===== config.mk =====
export PLATFORM = sky130hd
export DESIGN_NAME = arbitro_mux2
export DESIGN_NICKNAME = d
export VERILOG_FILES = /design/src/rtl/arbitro_mux2.sv
export SDC_FILE = /design/constraint.sdc
export NUM_CORES = 1
export LEC_CHECK = 0
export BUFFER_PORTS_ARGS = -buffer_cell sky130_fd_sc_hd__buf_2
export CORE_MARGIN = 5
export CORE_UTILIZATION = 30
export CTS_CLUSTER_SIZE = 30
export DETAILED_ROUTE_END_ITERATION = 8
export SETUP_SLACK_MARGIN = 0.15
export SYNTH_ARGS = -nofsm -noshare
export SYNTH_HDL_FRONTEND = slang
export SYNTH_SLANG_ARGS = --single-unit

===== constraint.sdc =====
create_clock -name Clock -period 3.25 [get_ports Clock]
set_input_delay 0.325 -clock Clock [delete_from_list [all_inputs] [get_ports Clock]]
set_output_delay 0.325 -clock Clock [all_outputs]
set_load 0.005 [all_outputs]

===== src/rtl/arbitro_mux2.sv =====
// Two-requester round-robin arbiter for the shared 2:1 datapath mux.
// It owns the mux select and registers the selected operand with a valid flag.
module arbitro_mux2 #(
    parameter int LARGURA   = 4,
    parameter int MAX_POSSE = 4,
    parameter int LARG_CONT = 3
) (
    input  logic               Clock,
    input  logic               Reset,
    input  logic               Req0,
    input  logic               Req1,
    input  logic               Liberar0,
    input  logic               Liberar1,
    input  logic [LARGURA-1:0] Entrada0,
    input  logic [LARGURA-1:0] Entrada1,
    output logic               Grant0,
    output logic               Grant1,
    output logic               Controle,
    output logic [LARGURA-1:0] Resultado,
    output logic               Valido,
    output logic               Ocupado
);

    typedef enum logic [1:0] {
        LIVRE  = 2'd0,
        POSSE0 = 2'd1,
        POSSE1 = 2'd2
    } estado_t;

    localparam logic [LARG_CONT-1:0] CONT_MAX = LARG_CONT'(MAX_POSSE - 1);

    estado_t              estado_q,    estado_d;
    logic [LARG_CONT-1:0] contador_q,  contador_d;
    logic                 ultimo_q,    ultimo_d;
    logic                 controle_q,  controle_d;
    logic [LARGURA-1:0]   resultado_q, resultado_d;
    logic                 valido_q,    valido_d;

    logic libera;
    logic estouro;

    always_ff @(posedge Clock) begin
        if (Reset) begin
            estado_q    <= LIVRE;
            contador_q  <= '0;
            ultimo_q    <= 1'b1;
            controle_q  <= 1'b0;
            resultado_q <= '0;
            valido_q    <= 1'b0;
        end else begin
            estado_q    <= estado_d;
            contador_q  <= contador_d;
            ultimo_q    <= ultimo_d;
            controle_q  <= controle_d;
            resultado_q <= resultado_d;
            valido_q    <= valido_d;
        end
    end

    always_comb begin
        estado_d   = estado_q;
        contador_d = contador_q;
        ultimo_d   = ultimo_q;
        libera     = 1'b0;
        estouro    = 1'b0;
        case (estado_q)
            LIVRE: begin
                contador_d = '0;
                // On a tie the requester that did not hold the mux last wins.
                if (Req0 && Req1)
                    estado_d = ultimo_q ? POSSE0 : POSSE1;
                else if (Req0)
                    estado_d = POSSE0;
                else if (Req1)
                    estado_d = POSSE1;
            end
            POSSE0: begin
                libera  = Liberar0 || !Req0;
                estouro = (contador_q == CONT_MAX) && Req1;
                if ((libera || estouro) && Req1) begin
                    estado_d   = POSSE1;
                    contador_d = '0;
                    ultimo_d   = 1'b0;
                end else if (libera) begin
                    estado_d   = LIVRE;
                    contador_d = '0;
                    ultimo_d   = 1'b0;
                end else if (contador_q != CONT_MAX) begin
                    contador_d = contador_q + 1'b1;
                end
            end
            POSSE1: begin
                libera  = Liberar1 || !Req1;
                estouro = (contador_q == CONT_MAX) && Req0;
                if ((libera || estouro) && Req0) begin
                    estado_d   = POSSE0;
                    contador_d = '0;
                    ultimo_d   = 1'b1;
                end else if (libera) begin
                    estado_d   = LIVRE;
                    contador_d = '0;
                    ultimo_d   = 1'b1;
                end else if (contador_q != CONT_MAX) begin
                    contador_d = contador_q + 1'b1;
                end
            end
            default: begin
                estado_d   = LIVRE;
                contador_d = '0;
            end
        endcase
    end

    // Select follows the next owner so it is aligned with the grant; idle keeps it.
    always_comb begin
        controle_d = controle_q;
        if (estado_d == POSSE1)
            controle_d = 1'b1;
        else if (estado_d == POSSE0)
            controle_d = 1'b0;
    end

    always_comb begin
        resultado_d = resultado_q;
        valido_d    = 1'b0;
        if (estado_q == POSSE0) begin
            resultado_d = Entrada0;
            valido_d    = 1'b1;
        end else if (estado_q == POSSE1) begin
            resultado_d = Entrada1;
            valido_d    = 1'b1;
        end
    end

    assign Grant0    = (estado_q == POSSE0);
    assign Grant1    = (estado_q == POSSE1);
    assign Ocupado   = (estado_q == POSSE0) || (estado_q == POSSE1);
    assign Controle  = controle_q;
    assign Resultado = resultado_q;
    assign Valido    = valido_q;

endmodule


### Word-level counts from Yosys, hierarchy flattened

Index checks and enable logic that the tools add are counted.

| word-level totals | value |
|---|---|
| register bits | 12 |
| latch bits | 0 |
| bits in writable memories | 0 |
| ROM bits | 0 |
| input bits | 14 |
| output and inout port bits | 9 |
| word-level logic and storage cells | 57 |
| memories | 0 |

| cells by class | value |
|---|---|
| add/subtract/negate cells | 1 |
| multiply operators | 0 |
| divide/modulo/power cells | 0 |
| order comparisons | 0 |
| eq/ne operators | 8 |
| shift-type cells | 0 |
| muxes and demuxes | 26 |
| bitwise operators | 0 |
| reduce and logical (&&, ||, !) cells | 16 |

Operators by type and width:

| operator | number |
|---|---|
| $mux W2 | 8 |
| $mux W3 | 5 |
| $mux W1 | 8 |
| $mux W4 | 2 |
| $ne A3 B1 Y1 const B | 2 |
| $pmux W2 S3 | 1 |
| $pmux W3 S2 | 1 |
| $logic_and A1 B1 Y1 | 5 |
| $logic_or A1 B1 Y1 | 5 |
| $eq A2 B1 Y1 const B | 2 |
| $eq A2 B2 Y1 const B | 2 |
| $reduce_bool A2 Y1 | 2 |
| $add A3 B1 Y3 const B | 1 |
| $eq A3 B2 Y1 const B | 1 |
| $ne A3 B2 Y1 const B | 1 |
| $reduce_and A3 Y1 | 1 |
| $logic_not A1 Y1 | 2 |
| $logic_not A2 Y1 | 1 |
| $pmux W1 S2 | 1 |

### Longest topological paths before layout

Gate-level depths: netlist of the first run.

| logic depth | value |
|---|---|
| depth in word-level cells | 9 |
| mapped depth | 10 |
| gate-level depth less buffers | 9 |

### Least setup slack after synthesis of the first run

OpenSTA, ideal clock, no wires.

| timing path | value |
|---|---|
| kind | register -> register |
| from | register estado_q[1] |
| to | register controle_q (netlist: Controle) |
| setup time | 0.126 ns |
| data arrival time | 1.773 ns |
| data required time | 3.124 ns |
| path slack | 1.351 ns |
| stages on the path, launching flop included | 11 |
| path buffers | 1 |
| period minus slack after synthesis | 1.899 ns |
| cells stage by stage | dfxtp_1 -> inv_1 -> ha_1 -> buf_4 -> nand3b_2 -> o21ai_1 -> a221oi_2 -> or2_1 -> ha_1 -> mux2i_1 -> nor2_1 |

| between the ends | value |
|---|---|
| elaborated cells on any way between the ends | 15 |
| classes of those cells | eq/ne (4); mux (9); reduce/logical (2) |

RTL lines:

| element | RTL line | text |
|---|---|---|
| start, declared | 32 | `estado_t estado_q, estado_d;` |
| start signal, assigned | 51 | `estado_q <= estado_d;` |
| $eq A2 B1 Y1 * | -- |  |
| net Grant0 | 16 | `output logic Grant0,` |
| $pmux W2 S3 * | 66 | `case (estado_q)` |
| $eq A2 B2 Y1 / $eq A2 B1 Y1 (equally long branches) | 117, 119 |  |
| $mux W1 / $reduce_bool A2 Y1 (equally long branches) | -- |  |
| end signal, assigned | 54 | `controle_q <= controle_d;` |
| end, declared | 35 | `logic controle_q, controle_d;` |

Mark *: on every way through the listed nets, which the timed path passes. The rest lies on a longest branch.
A chain may end at the register's enable or synchronous reset.

### Worst setup path after layout of the first run

| timing path | value |
|---|---|
| from | register estado_q[1] |
| to | register controle_q (netlist: Controle) |

| between the ends | value |
|---|---|
| word-level cells in the longest chain between the ends | 6 |
| elaborated cells on any way between the ends | 15 |
| classes of those cells | eq/ne (4); mux (9); reduce/logical (2) |

RTL lines:

| element | RTL line | text |
|---|---|---|
| $mux W2 | 74 | `else if (Req1)` |
| $mux W2 | 72 | `else if (Req0)` |
| $mux W2 | 70 | `if (Req0 && Req1)` |
| $pmux W2 S3 * | 66 |  |
| $eq A2 B2 Y1 / $eq A2 B1 Y1 (equally long branches) | 117, 119 |  |
| $mux W1 / $reduce_bool A2 Y1 (equally long branches) | -- |  |

Mark *: on every way between the ends. The rest lies on a longest branch, timed or not.

==> results of run 1 <==
[final cells by class]
type / instances / area (um^2)
multi-input cells: 53 / 386.6
fillers: 234 / 1353
clock buffers: 3 / 22.52
repair buffers: 22 / 110.1
flip-flops and latches: 12 / 240.2
inverters: 6 / 22.52
well taps: 28 / 35.03
[critical path: stages (launching register included)]
cell      delay [ns]
dfxtp_1         0.36
inv_1           0.11
ha_1            0.38
nand3b_2        0.17
o21ai_1         0.21
a221oi_2        0.08
or2_1           0.22
ha_1            0.29
mux2i_1         0.18
nor2_1          0.05
[worst max-delay path by stage]
stage / endpoint / startpoint
6_report: Controle$_SDFFE_PP0P_ / estado_q[1]$_SDFF_PP0_
5_1_grt: Controle$_SDFFE_PP0P_ / estado_q[1]$_SDFF_PP0_
4_1_cts: Controle$_SDFFE_PP0P_ / estado_q[1]$_SDFF_PP0_
3_5_place_dp: Controle$_SDFFE_PP0P_ / estado_q[1]$_SDFF_PP0_
3_3_place_gp: Controle$_SDFFE_PP0P_ / estado_q[1]$_SDFF_PP0_
2_1_floorplan: Controle$_SDFFE_PP0P_ / estado_q[1]$_SDFF_PP0_
[per-stage QoR]
stage	setup WS (ns)	power (uW)	cell area, um^2	util
after floorplan	1.351	313.3	665.6	-
after global placement	1.201	364.2	794.5	0.3662
final	1.109	452.5	817.0	0.3766
after detailed placement	1.129	368.0	794.5	0.3662
after global routing	0.9553	493.6	817.0	0.3766
after CTS	1.101	461.3	817.0	0.3766
[synthesized netlist by cell type]
cell       number  share of area
and3b_1         2          0.026
nor2_1         10          0.056
or2_1           1         0.0094
a211oi_1        4          0.045
xnor2_1         1          0.013
buf_2           1         0.0075
a221oi_2        2          0.045
nor3_1          2          0.015
a31oi_1         2          0.019
o21ai_0         2          0.015
o2bb2ai_1       1          0.013
o21ai_1         2          0.015
nand2b_1        1         0.0094
a21oi_1         1         0.0075
nand3b_2        1          0.017
o211ai_1        1          0.011
nand3b_1        2          0.023
buf_4           1          0.011
inv_1           6          0.034
clkbuf_1        1         0.0056
ha_1            6           0.11
mux2i_1         6          0.090
dfxtp_1        12           0.36
o22ai_1         1         0.0094
nand2_1         5          0.028
[flip-flops by register name (all words and copies together), names as in the netlist]
register    count
Resultado       4
contador_q      3
estado_q        2
Controle        1
Valido          1
ultimo_q        1
[routing by layer]
layer / vias to the layer above / routed length (um)
met5: - / 0
met1: 276 / 644
met2: 10 / 693
li1: 305 / -
met4: 0 / 18
met3: 2 / 87
[report_power, final]
part / switching [uW] / total (uW) / internal (uW)
Sequential: 16.5 / 191 / 175
Clock: 47.7 / 90.5 / 42.8
Combinational: 88.8 / 171 / 81.8
Total: 153 / 452 / 300
[kinds of logic (layout without fill, tap and decap cells)]
group                    after synthesis  count (layout)  synth area share
buffers and inverters                  9              31           0.05826
AND/OR/NAND/NOR                       24              24            0.1842
adder cells (fa/ha/maj)                6               6            0.1128
multiplexers                           6               6           0.09023
AO/OA/AOI/OAI                         16              16            0.1805
XOR/XNOR                               1               1           0.01316
flip-flops                            12              12            0.3609
==> flow_metrics.env, run 1 <==
export IMPL_ctsHoldBuffers=0
export IMPL_ys_seq_elements=12
export IMPL_setup_total_negative_slack_ns=0
export IMPL_min_path_type="in2reg"
export IMPL_grt_met2_usage=0.1566
export IMPL_sequential_cell_area_fraction_in_the_yosys_report=0.3609
export IMPL_detailedPlacementHpwl_mm=1.156
export IMPL_detail_route_wirelength_mm=1.444
export IMPL_path_clk_slew_ns=0.08
export IMPL_drt_vias_per_instance=4.782
export IMPL_cts_htree_levels=1
export IMPL_p_per_area_nw_per_um2=553.8
export IMPL_criticalPathCategory="reg2reg"
export IMPL_globalRoute_totalOverflow=0
export IMPL_setup_fix_buffers_added_after_clock_tree_synthesis=0
export IMPL_worst_slew_pin_slew_ns=0.3680
export IMPL_outcome="finished clean"
export IMPL_number_of_global_route_vias_before_repair=543
export IMPL_crit_end_category="flip-flop"
export IMPL_hold_violations=0
export IMPL_whs_endpoint="Controle$_SDFFE_PP0P_"
export IMPL_crit_fanout=7
export IMPL_wire_per_inst_um=11.65
export IMPL_grt_met3_use=0.04977
export IMPL_std_cell_rows=17
export IMPL_worst_slew_slack_as_a_fraction_of_its_limit=0.7547
export IMPL_critical_path_reg2reg_endpoint="Controle$_SDFFE_PP0P_"
export IMPL_grt_antenna_before_repair=0
export IMPL_final_setup_violation_count=0
export IMPL_initial_detailed_routing_violation_count=15
export IMPL_gr_usage_met1=0.1101
export IMPL_p_leak_uw=0.0003916
export IMPL_final_antenna_net_count=0
export IMPL_ys_types=25
export IMPL_timing_final_max_slew_violations=0
export IMPL_post_synthesis_to_final_layout_area_growth_pct=22.74
export IMPL_cts_buffers=3
export IMPL_die_width_um=57.11
export IMPL_required_ns=3.42
export IMPL_syn_area_um2=665.6
export IMPL_numPortBuffers=22
export IMPL_remaining_drc_errors=0
export IMPL_floorplan_die_area_um2=3261
export IMPL_post_synthesis_cell_count=74
export IMPL_finalNonFillerCells=124
export IMPL_synth_warning_count=0
export IMPL_die_h_um=57.11
export IMPL_diodes=0
export IMPL_start_kind="flip-flop"
export IMPL_regToRegStartpoint="estado_q[1]$_SDFF_PP0_"
export IMPL_pin_count_of_the_biggest_net_entering_global_routing=12
export IMPL_cts_resized=0
export IMPL_initial_utilization=0.3068
export IMPL_grt_most_used_layer="met2"
export IMPL_drive_above_1_share=0.2917
export IMPL_core_um2=2170
export IMPL_grt_first_pass_wirelength_mm=2.435
export IMPL_grt_setup_unrepaired="false"
export IMPL_ff2ff_path_depth=9
export IMPL_maxClockFrequency_ghz=0.4672
export IMPL_dpl_cell_count=121
export IMPL_regToRegSetupSlack_ns=1.11
export IMPL_layout_nets=118
export IMPL_timing_hold_worst_start="Reset"
export IMPL_gp_congestion=0.7965
export IMPL_cts_root_buf="clkbuf_4"
export IMPL_fin_worst_hold_slack_ns=0.3295
export IMPL_floorplan_io_pins=23
export IMPL_worstPathArrival_ns=2.31
export IMPL_vias=593
export IMPL_worstSkewPairLatency_ns=0.27
export IMPL_track_usage=0.09508
export IMPL_mostFrequentLayoutCell="buf_2"
export IMPL_cts_sink_count=12
export IMPL_period_share=0.6587
export IMPL_layout_min_cycle_time_ns=2.141
export IMPL_hold_path_cell_count=2
export IMPL_max_vdd_ir_drop_v=0.0003165
export IMPL_top_library_cells_by_usage_in_the_layout_fill_and_taps_aside="buf_2 (22), dfxtp_1 (12), nor2_1 (10)"
export IMPL_clock_tree_skew_after_final_layout_ns=0.01228
export IMPL_net_count_synth=94
export IMPL_cts_max_path_buffers=2
export IMPL_drt_first_pass_iters=3
export IMPL_syn_area_per_cell_um2=8.995
export IMPL_tritoncts="built"
export IMPL_cap_viol_max_count=0
(Power assumes the default switching activity.)
==> run 2, diff against run 1 <==
==> constraint.sdc (replaced) <==
create_clock -name Clock -period 1.98 [get_ports Clock]
set_input_delay 0.198 -clock Clock [delete_from_list [all_inputs] [get_ports Clock]]
set_output_delay 0.198 -clock Clock [all_outputs]
set_load 0.005 [all_outputs]
==> run 2 against run 1 <==
First-iteration DRC count fell by 60%. Hold slack lost 0.11 ns. Non-clock buffer count is 9 higher. Total power increased by 82%. Clock skew down 0.0096 ns. Highest routed layer unchanged.
==> flow_metrics.env, run 2 (same netlist as run 1, synthesis figures left out) <==
export IMPL_outcome="finished clean"
export IMPL_timing_final_max_slew_violations=0
export IMPL_tritoncts="built"
export IMPL_criticalPathCategory="reg2reg"
export IMPL_stdcell_area_um2=1001
export IMPL_gr_usage_met1=0.1243
export IMPL_hold_violations=0
export IMPL_drive_above_1_share=0.5048
export IMPL_regToRegStartpoint="estado_q[0]$_SDFF_PP0_"
export IMPL_floorplan_io_pins=23
export IMPL_worstPathArrival_ns=2.03
export IMPL_required_ns=2.13
export IMPL_timing_hold_worst_start="Reset"
export IMPL_worstSkewPairLatency_ns=0.26
export IMPL_std_cell_rows=17
export IMPL_startpoint="estado_q[0]$_SDFF_PP0_"
export IMPL_cap_viol_max_count=0
export IMPL_mostFrequentLayoutCell="buf_2"
export IMPL_grt_met2_usage=0.1876
export IMPL_p_leak_uw=0.0004572
export IMPL_min_path_type="in2reg"
export IMPL_whs_endpoint="estado_q[0]$_SDFF_PP0_"
export IMPL_wire_per_inst_um=13.53
export IMPL_globalRoute_totalOverflow=0
export IMPL_cts_buffers=3
export IMPL_post_synthesis_to_final_layout_area_growth_pct=50.38
export IMPL_hold_path_cell_count=2
export IMPL_initial_utilization=0.3068
export IMPL_cts_htree_levels=1
export IMPL_layout_nets=127
export IMPL_final_total_pwr_uw=821.4
export IMPL_clock_tree_skew_after_final_layout_ns=0.002653
export IMPL_initial_detailed_routing_violation_count=6
export IMPL_period_share=0.9465
export IMPL_worst_slew_slack_as_a_fraction_of_its_limit=0.7698
export IMPL_layout_min_cycle_time_ns=1.874
export IMPL_crit_end_category="flip-flop"
export IMPL_cts_max_path_buffers=2
export IMPL_vias=651
export IMPL_maxClockFrequency_ghz=0.5336
export IMPL_path_clk_slew_ns=0.07
export IMPL_floorplan_die_area_um2=3261
export IMPL_crit_fanout=4
export IMPL_die_h_um=57.11
export IMPL_top_library_cells_by_usage_in_the_layout_fill_and_taps_aside="buf_2 (22), dfxtp_1 (10), nor2_1 (10), mux2i_1 (6), buf_4 (6)"
export IMPL_grt_antenna_before_repair=0
export IMPL_p_per_area_nw_per_um2=820.6
export IMPL_gp_congestion=0.8162
export IMPL_grt_first_pass_wirelength_mm=2.870
export IMPL_cts_sink_count=12
export IMPL_remaining_drc_errors=0
export IMPL_ff2ff_path_depth=9
export IMPL_worst_slew_pin_slew_ns=0.3453
export IMPL_setup_total_negative_slack_ns=0
export IMPL_cts_root_buf="clkbuf_4"
export IMPL_numPortBuffers=22
export IMPL_grt_met3_use=0.03846
export IMPL_max_vdd_ir_drop_v=0.0004284
export IMPL_core_um2=2170
export IMPL_ctsHoldBuffers=0
export IMPL_detailedPlacementHpwl_mm=1.252
export IMPL_grt_setup_unrepaired="true"
export IMPL_final_setup_violation_count=0
export IMPL_final_antenna_net_count=0
export IMPL_die_width_um=57.11
export IMPL_post_dp_cell_area_um2=810.8
export IMPL_start_kind="flip-flop"
export IMPL_critical_path_reg2reg_endpoint="Controle$_SDFFE_PP0P_"
export IMPL_grt_most_used_layer="met2"
export IMPL_diodes=0
export IMPL_number_of_global_route_vias_before_repair=655
export IMPL_drt_vias_per_instance=4.895
export IMPL_pin_count_of_the_biggest_net_entering_global_routing=12
export IMPL_detail_route_wirelength_mm=1.800
export IMPL_track_usage=0.1144
export IMPL_drt_first_pass_iters=3
export IMPL_number_of_flip_flops_in_the_largest_register=4
export IMPL_regToRegSetupSlack_ns=0.11
-- run 2: cell count changes in the layout (fill, tap and decap cells not counted), moves of 3 or more --
cell / delta
buf_4: +6
buf_6: +3
ha_1: -3
ha_4: +3
-- run 2: worst max path at each step --
stage                            end  slack [ns]  cells past startpoint
6_report       Controle$_SDFFE_PP0P_        0.11                      9
5_1_grt        Controle$_SDFFE_PP0P_       -0.07                      9
4_1_cts        Controle$_SDFFE_PP0P_        0.12                      9
3_5_place_dp   Controle$_SDFFE_PP0P_        0.04                      9
3_3_place_gp   Controle$_SDFFE_PP0P_        0.13                      9
2_1_floorplan  Controle$_SDFFE_PP0P_        0.17                     10
-- run 2: where the power goes --
part	internal [uW]	leakage [uW]	switching, uW
Combinational	182	0.000344	175
Sequential	290	0.0000995	34.6
Clock	70.1	0.0000138	70.0
Total	542	0.000457	279
-- run 2: worst max-delay path: stages, from the launching register on --
cell and delay, ns:
dfxtp_4 0.39, inv_4 0.05, ha_4 0.16, nand3b_1 0.22
o21ai_4 0.10, a221oi_2 0.28, or2_1 0.15, ha_1 0.23
mux2i_1 0.14, nor2_1 0.05
-- run 2: per-stage QoR --
step                      setup WS [ns]    util  std cells  hold WS (ns)
after CTS                        0.1159  0.4100        131        0.2143
final                            0.1059  0.4614        133        0.2208
after detailed placement        0.03619  0.3737        122        0.4752
after global routing           -0.07152  0.4614        133        0.2275
after floorplan                  0.1658       -         74        0.3987
after global placement           0.1261  0.3737        122        0.4728
-- run 2: cell type report --
class / count / area [um^2]
Inverter: 6 / 25.02
Timing Repair Buffer: 31 / 188.9
Multi-Input combinational cell: 53 / 484.2
Tap cell: 28 / 35.03
Clock buffer: 3 / 22.52
Fill cell: 220 / 1169
Sequential cell: 12 / 245.2
-- run 2: repair_timing --
| action | CTS | global route |
|---|---|---|
| buffers inserted | 6 | 2 |
| pin swaps | 3 | 5 |
| endpoints found under the setup margin | 1 | 4 |
| gates resized for setup | 3 | 20 |
-- run 2: routing by layer --
layer  vias to the layer above  part of all wire
li1                        326                 -
met1                       295              0.39
met2                        24              0.51
met3                         6             0.063
met4                         0             0.029
met5                         -                 0
==> run 3, diff against run 2 <==
--- a/config.mk
+++ b/config.mk
@@ -6,10 +6,13 @@
 export NUM_CORES = 1
 export LEC_CHECK = 0
 export BUFFER_PORTS_ARGS = -buffer_cell sky130_fd_sc_hd__buf_2
+export CELL_PAD_IN_SITES_DETAIL_PLACEMENT = 1
+export CELL_PAD_IN_SITES_GLOBAL_PLACEMENT = 2
 export CORE_MARGIN = 5
-export CORE_UTILIZATION = 30
+export CORE_UTILIZATION = 27
 export CTS_CLUSTER_SIZE = 30
 export DETAILED_ROUTE_END_ITERATION = 8
+export PLACE_DENSITY_LB_ADDON = 0.1
 export SETUP_SLACK_MARGIN = 0.15
 export SYNTH_ARGS = -nofsm -noshare
 export SYNTH_HDL_FRONTEND = slang
==> run 3 against run 2 <==
Sequential power fell by 1%. Hold slack about the same. Combinational power grew 1%.
==> flow_metrics.env, run 3 (same netlist as run 1, synthesis figures left out) <==
export IMPL_mostFrequentLayoutCell="buf_2"
export IMPL_grt_first_pass_wirelength_mm=3.194
export IMPL_globalRoute_totalOverflow=0
export IMPL_wire_per_inst_um=12.78
export IMPL_dpl_cell_count=125
export IMPL_cts_max_path_buffers=2
export IMPL_start_kind="flip-flop"
export IMPL_die_h_um=59.65
export IMPL_number_of_flip_flops_in_the_largest_register=4
export IMPL_cts_sink_count=12
export IMPL_tritoncts="built"
export IMPL_setup_total_negative_slack_ns=0
export IMPL_p_comb_frac=0.410
export IMPL_worst_slew_pin_slew_ns=0.2719
export IMPL_regToRegSetupSlack_ns=0.16
export IMPL_numPortBuffers=22
export IMPL_drt_vias_per_instance=4.664
export IMPL_max_vdd_ir_drop_v=0.0003844
export IMPL_criticalPathCategory="reg2reg"
export IMPL_track_usage=0.1183
export IMPL_cap_viol_max_count=0
export IMPL_worstPathArrival_ns=1.98
export IMPL_p_per_area_nw_per_um2=903.1
export IMPL_cts_root_buf="clkbuf_4"
export IMPL_diodes=0
export IMPL_worstSkewPairLatency_ns=0.27
export IMPL_seq_power_share=0.365
export IMPL_initial_utilization=0.2762
export IMPL_p_int_uw=589.0
export IMPL_layout_nets=128
export IMPL_maxClockFrequency_ghz=0.5492
export IMPL_ff2ff_path_depth=9
export IMPL_hold_path_cell_count=2
export IMPL_power_net_switching_uw=290.2
export IMPL_period_share=0.9197
export IMPL_required_ns=2.14
export IMPL_min_path_type="in2reg"
export IMPL_floorplan_die_area_um2=3558
export IMPL_finalNonFillerCells=137
export IMPL_ctsHoldBuffers=0
export IMPL_p_leak_uw=0.0004648
export IMPL_detailedPlacementHpwl_mm=1.365
export IMPL_clock_tree_skew_after_final_layout_ns=0.002344
export IMPL_die_width_um=59.65
export IMPL_switching_share=0.3301
export IMPL_final_setup_violation_count=0
export IMPL_timing_final_max_slew_violations=0
export IMPL_worst_slew_slack_as_a_fraction_of_its_limit=0.8187
export IMPL_initial_detailed_routing_violation_count=4
export IMPL_core_um2=2410
export IMPL_std_cell_rows=18
export IMPL_hold_violations=0
export IMPL_drt_first_pass_iters=2
export IMPL_gp_congestion=0.7602
export IMPL_remaining_drc_errors=0
export IMPL_post_synthesis_to_final_layout_area_growth_pct=46.24
export IMPL_crit_end_category="flip-flop"
export IMPL_final_antenna_net_count=0
export IMPL_top_library_cells_by_usage_in_the_layout_fill_and_taps_aside="buf_2 (22), nor2_1 (10), dfxtp_1 (9), buf_4 (9), mux2i_1 (6)"
export IMPL_cts_buffers=3
export IMPL_drive_above_1_share=0.4579
export IMPL_path_clk_slew_ns=0.08
export IMPL_layout_min_cycle_time_ns=1.821
export IMPL_grt_setup_unrepaired="true"
export IMPL_detail_route_wirelength_mm=1.751
export IMPL_floorplan_io_pins=23
export IMPL_cts_htree_levels=1
export IMPL_pin_count_of_the_biggest_net_entering_global_routing=11
export IMPL_final_total_pwr_uw=879.1
export IMPL_fin_worst_hold_slack_ns=0.2210
export IMPL_number_of_global_route_vias_before_repair=721
export IMPL_grt_antenna_before_repair=0
export IMPL_vias=639
export IMPL_outcome="finished clean"
export IMPL_pwr_share_clk=0.224
export IMPL_crit_fanout=4
[run 3: worst paths after layout]
check,startpoint,end
worst max-delay path,estado_q[0]$_SDFF_PP0_,Controle$_SDFFE_PP0P_
worst min-delay path,Reset,Resultado[0]$_SDFFE_PP0P_
worst max register to register,estado_q[0]$_SDFF_PP0_,Controle$_SDFFE_PP0P_
worst min register to register,Resultado[3]$_SDFFE_PP0P_,Resultado[3]$_SDFFE_PP0P_
[run 3: metrics by stage]
step                  util  area (um^2)  worst slack [ns]
floorplan                -        678.2            0.1658
global placement    0.3406        820.8           0.09731
detailed placement  0.3406        820.8           0.01902
CTS                 0.4008        965.9            0.1531
global route        0.4039        973.4          0.002711
finish              0.4039        973.4            0.1591
[run 3: worst max-delay path, stage by stage, from the launching register on]
cell      delay [ns]
dfxtp_4         0.39
buf_12          0.11
ha_4            0.14
nand3b_4        0.10
o21ai_2         0.16
a221oi_2        0.08
or2_1           0.22
ha_1            0.29
mux2i_1         0.17
nor2_1          0.05
[run 3: area by class of cell]
cell class              instances  area (um^2)
fillers                       290         1436
multi-input cells              53        430.4
flip-flops and latches         12        246.5
repair buffers                 32        197.7
well taps                      30        37.54
clock buffers                   4        36.28
inverters                       6        25.02
[run 3: power by group through the flow]
stage	combinational [uW]	sequential, uW	clock, uW
6_report	361	321	197
5_1_grt	417	327	218
4_1_cts	366	321	205
3_5_place_dp	307	324	0
3_3_place_gp	307	322	0
2_1_floorplan	199	323	0
[run 3: what timing repair did]
action / in CTS / in global routing
gates resized for setup: 10 / 0
buffers inserted: 7 / 1
endpoints found under the setup margin: 1 / 1
pin swaps: 8 / 4
[run 3: per-layer routing]
| metal | GRT usage | up-vias | part of all wire |
|---|---|---|---|
| li1 | - | 326 | - |
| met1 | 0.1408 | 301 | 0.45 |
| met2 | 0.2083 | 10 | 0.50 |
| met3 | 0.02592 | 2 | 0.038 |
| met4 | 0.03797 | 0 | 0.0074 |
| met5 | 0 | - | 0 |
